### src/rtl/instr_queue.sv
// Instruction queue between fetch and dual-issue: circular FIFO of instruction pairs.
// Optional zero-latency fetch->issue bypass when empty: define IQ_BYPASS_EN.
module instr_queue #(
    parameter int              WORD  = 32,
    parameter int              DEPTH = 4,
    parameter logic [WORD-1:0] LNOP  = 'h00200000
) (
    input  logic                     clk,
    input  logic                     reset,
    input  logic                     in_valid,
    input  logic [WORD-1:0]          in_instr1,
    input  logic [WORD-1:0]          in_instr2,
    input  logic [WORD-1:0]          in_pc,
    output logic                     in_ready,
    input  logic                     flush,
    input  logic                     stop_and_signal,
    output logic                     out_valid,
    output logic [WORD-1:0]          out_instr1,
    output logic [WORD-1:0]          out_instr2,
    output logic [WORD-1:0]          out_pc,
    input  logic                     issue_both,
    input  logic                     issue_first,
    output logic [$clog2(DEPTH):0]   count
);

    localparam int PW = $clog2(DEPTH);
    localparam logic [PW:0]   FULL = (PW+1)'(DEPTH);
    localparam logic [PW:0]   C1   = (PW+1)'(1);
    localparam logic [PW-1:0] P1   = PW'(1);

    logic [WORD-1:0]  instr1_q [DEPTH];
    logic [WORD-1:0]  instr1_d [DEPTH];
    logic [WORD-1:0]  instr2_q [DEPTH];
    logic [WORD-1:0]  instr2_d [DEPTH];
    logic [WORD-1:0]  pc_q     [DEPTH];
    logic [WORD-1:0]  pc_d     [DEPTH];
    logic [DEPTH-1:0] s1_done_q, s1_done_d;
    logic [PW-1:0]    wr_ptr_q, wr_ptr_d;
    logic [PW-1:0]    rd_ptr_q, rd_ptr_d;
    logic [PW:0]      count_q, count_d;

    logic byp;
    logic do_enq;
    logic do_pop;
    logic do_first;

`ifdef IQ_BYPASS_EN
    assign byp = (count_q == '0) && in_valid && !flush && !stop_and_signal;
`else
    assign byp = 1'b0;
`endif

    // Head presentation; bypass forwards the incoming pair while empty
    always_comb begin
        in_ready   = (count_q < FULL) && !stop_and_signal;
        out_valid  = (count_q != '0) || byp;
        out_instr1 = s1_done_q[rd_ptr_q] ? LNOP : instr1_q[rd_ptr_q];
        out_instr2 = instr2_q[rd_ptr_q];
        out_pc     = pc_q[rd_ptr_q];
        if (byp) begin
            out_instr1 = in_instr1;
            out_instr2 = in_instr2;
            out_pc     = in_pc;
        end
        count = count_q;
    end

    // Qualified events; a bypassed pair issued in full is never stored
    always_comb begin
        do_enq   = in_valid && in_ready && !flush && !(byp && issue_both);
        do_pop   = issue_both && out_valid && !stop_and_signal
                   && !flush && !byp;
        do_first = issue_first && !issue_both && out_valid
                   && !stop_and_signal && !flush;
    end

    // Next-state for storage, pointers and occupancy
    always_comb begin
        instr1_d  = instr1_q;
        instr2_d  = instr2_q;
        pc_d      = pc_q;
        s1_done_d = s1_done_q;
        wr_ptr_d  = wr_ptr_q;
        rd_ptr_d  = rd_ptr_q;
        count_d   = count_q;
        if (flush) begin
            s1_done_d = '0;
            wr_ptr_d  = '0;
            rd_ptr_d  = '0;
            count_d   = '0;
        end else begin
            if (do_enq) begin
                instr1_d[wr_ptr_q]  = in_instr1;
                instr2_d[wr_ptr_q]  = in_instr2;
                pc_d[wr_ptr_q]      = in_pc;
                s1_done_d[wr_ptr_q] = 1'b0;
                wr_ptr_d            = wr_ptr_q + P1;
            end
            // when bypassing, rd_ptr equals wr_ptr so this marks the new entry
            if (do_first) begin
                s1_done_d[rd_ptr_q] = 1'b1;
            end
            if (do_pop) begin
                rd_ptr_d = rd_ptr_q + P1;
            end
            unique case ({do_enq, do_pop})
                2'b10:   count_d = count_q + C1;
                2'b01:   count_d = count_q - C1;
                default: count_d = count_q;
            endcase
        end
    end

    // State registers, cleared asynchronously
    always_ff @(posedge clk or posedge reset) begin
        if (reset) begin
            for (int i = 0; i < DEPTH; i++) begin
                instr1_q[i] <= '0;
                instr2_q[i] <= '0;
                pc_q[i]     <= '0;
            end
            s1_done_q <= '0;
            wr_ptr_q  <= '0;
            rd_ptr_q  <= '0;
            count_q   <= '0;
        end else begin
            instr1_q  <= instr1_d;
            instr2_q  <= instr2_d;
            pc_q      <= pc_d;
            s1_done_q <= s1_done_d;
            wr_ptr_q  <= wr_ptr_d;
            rd_ptr_q  <= rd_ptr_d;
            count_q   <= count_d;
        end
    end

endmodule

### config.mk
export PLATFORM = sky130hd
export DESIGN_NAME = instr_queue
export DESIGN_NICKNAME = d
export VERILOG_FILES = /design/src/rtl/instr_queue.sv
export SDC_FILE = /design/constraint.sdc
export NUM_CORES = 1
export LEC_CHECK = 0
export ABC_AREA = 1
export CORE_MARGIN = 2
export CORE_UTILIZATION = 55
export DETAILED_ROUTE_END_ITERATION = 8
export PLACE_DENSITY = 0.82
export SETUP_SLACK_MARGIN = 0.4
export SLEW_MARGIN = 0
export SYNTH_ARGS = -nofsm -noshare
export SYNTH_HDL_FRONTEND = slang
export SYNTH_SLANG_ARGS = --single-unit
### constraint.sdc
create_clock -name clk -period 26.8 [get_ports clk]
set_input_delay 6.7 -clock clk [delete_from_list [all_inputs] [get_ports clk]]
set_output_delay 6.7 -clock clk [all_outputs]
set_load 0.005 [all_outputs]
After elaboration in Yosys (flattened, before gate mapping)
Index checks and enable logic that the tools add are counted.
- $add $sub $neg: 4
- order comparisons: 8
- equality and inequality tests: 2
- muxes and demuxes: 31
- bitwise logic cells: 6
- reduce and logical (&&, ||, !) cells: 21
- operators with widths (cell ; number):
    $bwmux W128 ; 3
    $mux W32 ; 8
    $bmux W32 S2 ; 3
    $demux W32 S2 ; 1
    $mux W4 ; 4
    $logic_and A1 B1 Y1 ; 13
    $mux W2 ; 4
    $ge A3 B3 Y1 const B ; 2
    $lt A2 B3 Y1 const B ; 2
    $not A2 Y3 ; 2
    $pmux W3 S2 ; 1
    $reduce_bool A3 Y1 ; 2
    $add A2 B1 Y2 const B ; 2
    $and A4 B4 Y4 ; 1
    $demux W1 S2 ; 2
    $ge A2 B1 Y1 const B ; 2
    $not A4 Y4 ; 1
    $or A4 B4 Y4 ; 1
    $reduce_bool A2 Y1 ; 2
    $add A3 B1 Y3 const B ; 1
    $logic_not A1 Y1 ; 3
    $lt A3 B1 Y1 const B ; 1
    $lt A3 B3 Y1 const B ; 1
    $mux W1 ; 3
    other kinds (7) ; 7
- flip-flop bits (word level): 395
- input bits: 103
- output and inout bits: 101
- word-level logic and storage cells: 88

Depth between registers and ports, before layout
- word-level depth: 11
- depth in mapped cells: 12
- depth with buffers taken out: 12

Worst setup path before layout
No wires, ideal clock.
- path kind: input to output
- start point: input stop_and_signal
- end point: output in_ready
- arrival: 6809 ps
- data required time: 20100 ps
- setup slack: 13291 ps
- stages: 1
- buffers on the path: 0
- cell sequence: nor2_4
- word-level cells in the longest chain between the ends: 2
- RTL lines (what ; line ; source):
    start: declaration ; 16 ; input logic stop_and_signal,
    $logic_not A1 Y1 ; 55 ; in_ready = (count_q < FULL) && !stop_and_signal;
    $logic_and A1 B1 Y1 ; 55 ;
    end: declaration ; 14 ; output logic in_ready,
No other way between the ends.

Worst setup path in the final report
Ends and elaborated chain as after synthesis.

==> metrics.txt <==
outcome=finished clean; CP max stage cell=clkdlybuf4s50_1; Power Dens Cells=96.3 nW/um^2; die area=34400 sq um; Final nets=2547; Req. time, crit path=20.10 ns; count of cell types in the netlist=25; top cell type's share of synthesized area=54.6%; R2R depth=8; post-CTS sizing=0; CTS tree=done; Post-Place Cell Area=20100 sq um; root buf cell=clkbuf_16; static leakage=11.2 nW; Layout Utilization=65.8%; vias in the first global route=15800; worst r2r src=count[2]$_DFFE_PP0P_; final wirelength=48900 um; post-synthesis cell count=2324; part of the power in registers=42.7%; Avg Cell Area, Syn=7.79 sq um; post-layout min period=14.54 ns; CTS buffer count=41; # IOs=204; WP data arrival=7.84 ns; final setup vio count=0; First DRT Iteration DRCs=1508; #FFs+latches synth=395; initial antenna violation count=3; hold depth=2; Hold Fails Final Rpt=0; switching share of total power=31.5%; crit path max fanout=3; Syn Nets=2436; H-tree levels=2; Main synth FF type=dfrtp_1; worst slack, placed=12.26 ns; via count=16200; Clock transition at path regs=0.06 ns; layout cells sized above 1=3.90%; Critical Path Sink Type=primary output; number of synthesized flops with an enable pin=0; # DRC=0; Max Clk Rate=68.8 MHz; Initial Util=55.8%; PortBufs=203; via density per instance=5.57; top cells by area, synth=dfrtp_1 (55%), nand2_1 (22%), o21ai_0 (7.4%); Area Overhead vs Synth=17.9%; total track usage=28.9%; Clock power frac=26.3%; placed insts=2834; Longest Clk Path Bufs=3; largest net degree at the start of global routing=180; Slew @ Worst Pin=1.14 ns; RePlAce Congestion=0.774; post-CTS setup buffer count=0; Max-Cap Viols=0; Die Ht=185 um; Hold WC Path Type=reg -> reg; cell internal pwr=0.00141 W; Psw=0.000646 W; Yosys warning total=0; crit path kind=in -> out; worst clock skew=0.0118 ns; die width=185 um; WHS Endpoint=instr1_q[126]$_DFFE_PP0P_; worst reg2reg path endpoint=pc_q[61]$_DFFE_PP0P_; number of iterations in the first detailed-routing pass=6; Synth Cell Area=18100 sq um; Setup TNS=0 ns; Core ar.=32500 sq um; peak supply drop=0.0000683 V; Comb power frac=31.0%; startpoint types=primary input; Finished Layout Cells=2905; clock sink total=395; fin. max-slew vios=0; register area share after synthesis=54.6%; critical path, cell by cell=clkdlybuf4s50_1 > nor2_4 > clkdlybuf4s50_1; Final WS setup=12.26 ns; quantity of hold-fixing buffers added after cts=0; global route total overflow=0; Period Utilization, post-route=54.2%; Final Instance Area=21300 sq um; Hold Crit Start=instr1_q[126]$_DFFE_PP0P_; std cell rows=66; CP peak stage delay=0.52 ns; DRT antenna net count=0; largest area contributor in the netlist=dfrtp_1; unrepaired setup endpoints after global routing=false; Worst-Skew Late Latency=0.52 ns; R2R Setup Slk=23.63 ns; Top cell by count, worst path=clkdlybuf4s50_1; share of async-settable or async-resettable flops after synthesis=100%; drt wl/cell=16.8 um; top cells by count, synth=nand2_1 (1067), dfrtp_1 (395), o21ai_0 (266); first-pass GRT wire length=79600 um; count leader, synth=nand2_1; DP HPWL=26500 um; slew margin rel.=24.1%
cells by family after synthesis:
kind of cell	Yosys count	share of synthesized area, %
xor gates and xnor gates	1	0.0484
and+or+nand+nor	1199	25.2
AOI/OAI and AO/OA	437	12.4
DFF	395	54.6
adders and majority gates	9	0.664
buffers and inverters	283	6.99
power by group through the flow:
stage | clock network, W | logic, W | registers, W
2_1_floorplan | 0 | 0.000354 | 0.000856
3_3_place_gp | 0 | 0.000610 | 0.000875
3_5_place_dp | 0 | 0.000629 | 0.000884
4_1_cts | 0.000548 | 0.000638 | 0.000876
5_1_grt | 0.000574 | 0.000716 | 0.000898
6_report | 0.000541 | 0.000636 | 0.000877
cells in the final DEF, fill, tap and decap left out, types with 2 or more instances in the layout:
master / count
a21oi_1: 89
clkdlybuf4s50_1: 203
nand2_2: 3
nor2_1: 113
o21ai_1: 36
clkbuf_1: 9
ha_1: 8
buf_4: 13
dfrtp_1: 393
clkinv_2: 8
nand2_1: 1066
diode_2: 2
or2_2: 5
o21ai_0: 266
nand2_4: 2
clkbuf_8: 13
clkbuf_16: 41
o22ai_1: 45
inv_1: 127
nand3_1: 7
inv_4: 2
sequential cells by signal (all words and copies together) (netlist names):
| name | flops |
|---|---|
| instr1_q | 128 |
| instr2_q | 128 |
| pc_q | 128 |
| s1_done_q | 4 |
| count | 3 |
| rd_ptr_q | 2 |
| wr_ptr_q | 2 |
per-stage QoR:
stage	power [W]	hold WS, ns
2_1_floorplan	0.00121	0.437
3_3_place_gp	0.00148	0.448
3_5_place_dp	0.00151	0.454
4_1_cts	0.00206	0.468
5_1_grt	0.00219	0.490
6_report	0.00205	0.467
per-layer routing:
metal,vias up,share of wire [%],global-route usage (%)
li1,7488,-,-
met5,-,0.025,0
met1,7845,41,39.4
met4,2,2.6,10.8
met2,742,47,46.9
met3,103,8.7,4.66
worst max-delay path: cells and delay by family:
kind	cells	cell delay (ns)
buffers and inverters	2	0.99
AND/OR/NAND/NOR	1	0.15
area by class of cell:
| cell class | count | area (sq um) |
|---|---|---|
| Antenna cell | 2 | 5.00 |
| Clock buffer | 63 | 1240 |
| Clock inverter | 6 | 32.5 |
| Fill cell | 2681 | 11100 |
| Inverter | 134 | 524 |
| Multi-Input combinational cell | 1646 | 6950 |
| Sequential cell | 395 | 9890 |
| Tap cell | 442 | 553 |
| Timing Repair Buffer | 217 | 2150 |
how the worst max path moves through the flow:
stage	from	end	slack [ns]	cells after the start
floorplan	reset	count[0]$_DFFE_PP0P_	9.12	1
global placement	stop_and_signal	in_ready	12.28	3
detailed placement	stop_and_signal	in_ready	12.26	3
CTS	stop_and_signal	in_ready	12.26	3
global route	stop_and_signal	in_ready	12.22	3
finish	stop_and_signal	in_ready	12.26	3
No activity file was read; power rests on OpenSTA's default activity.
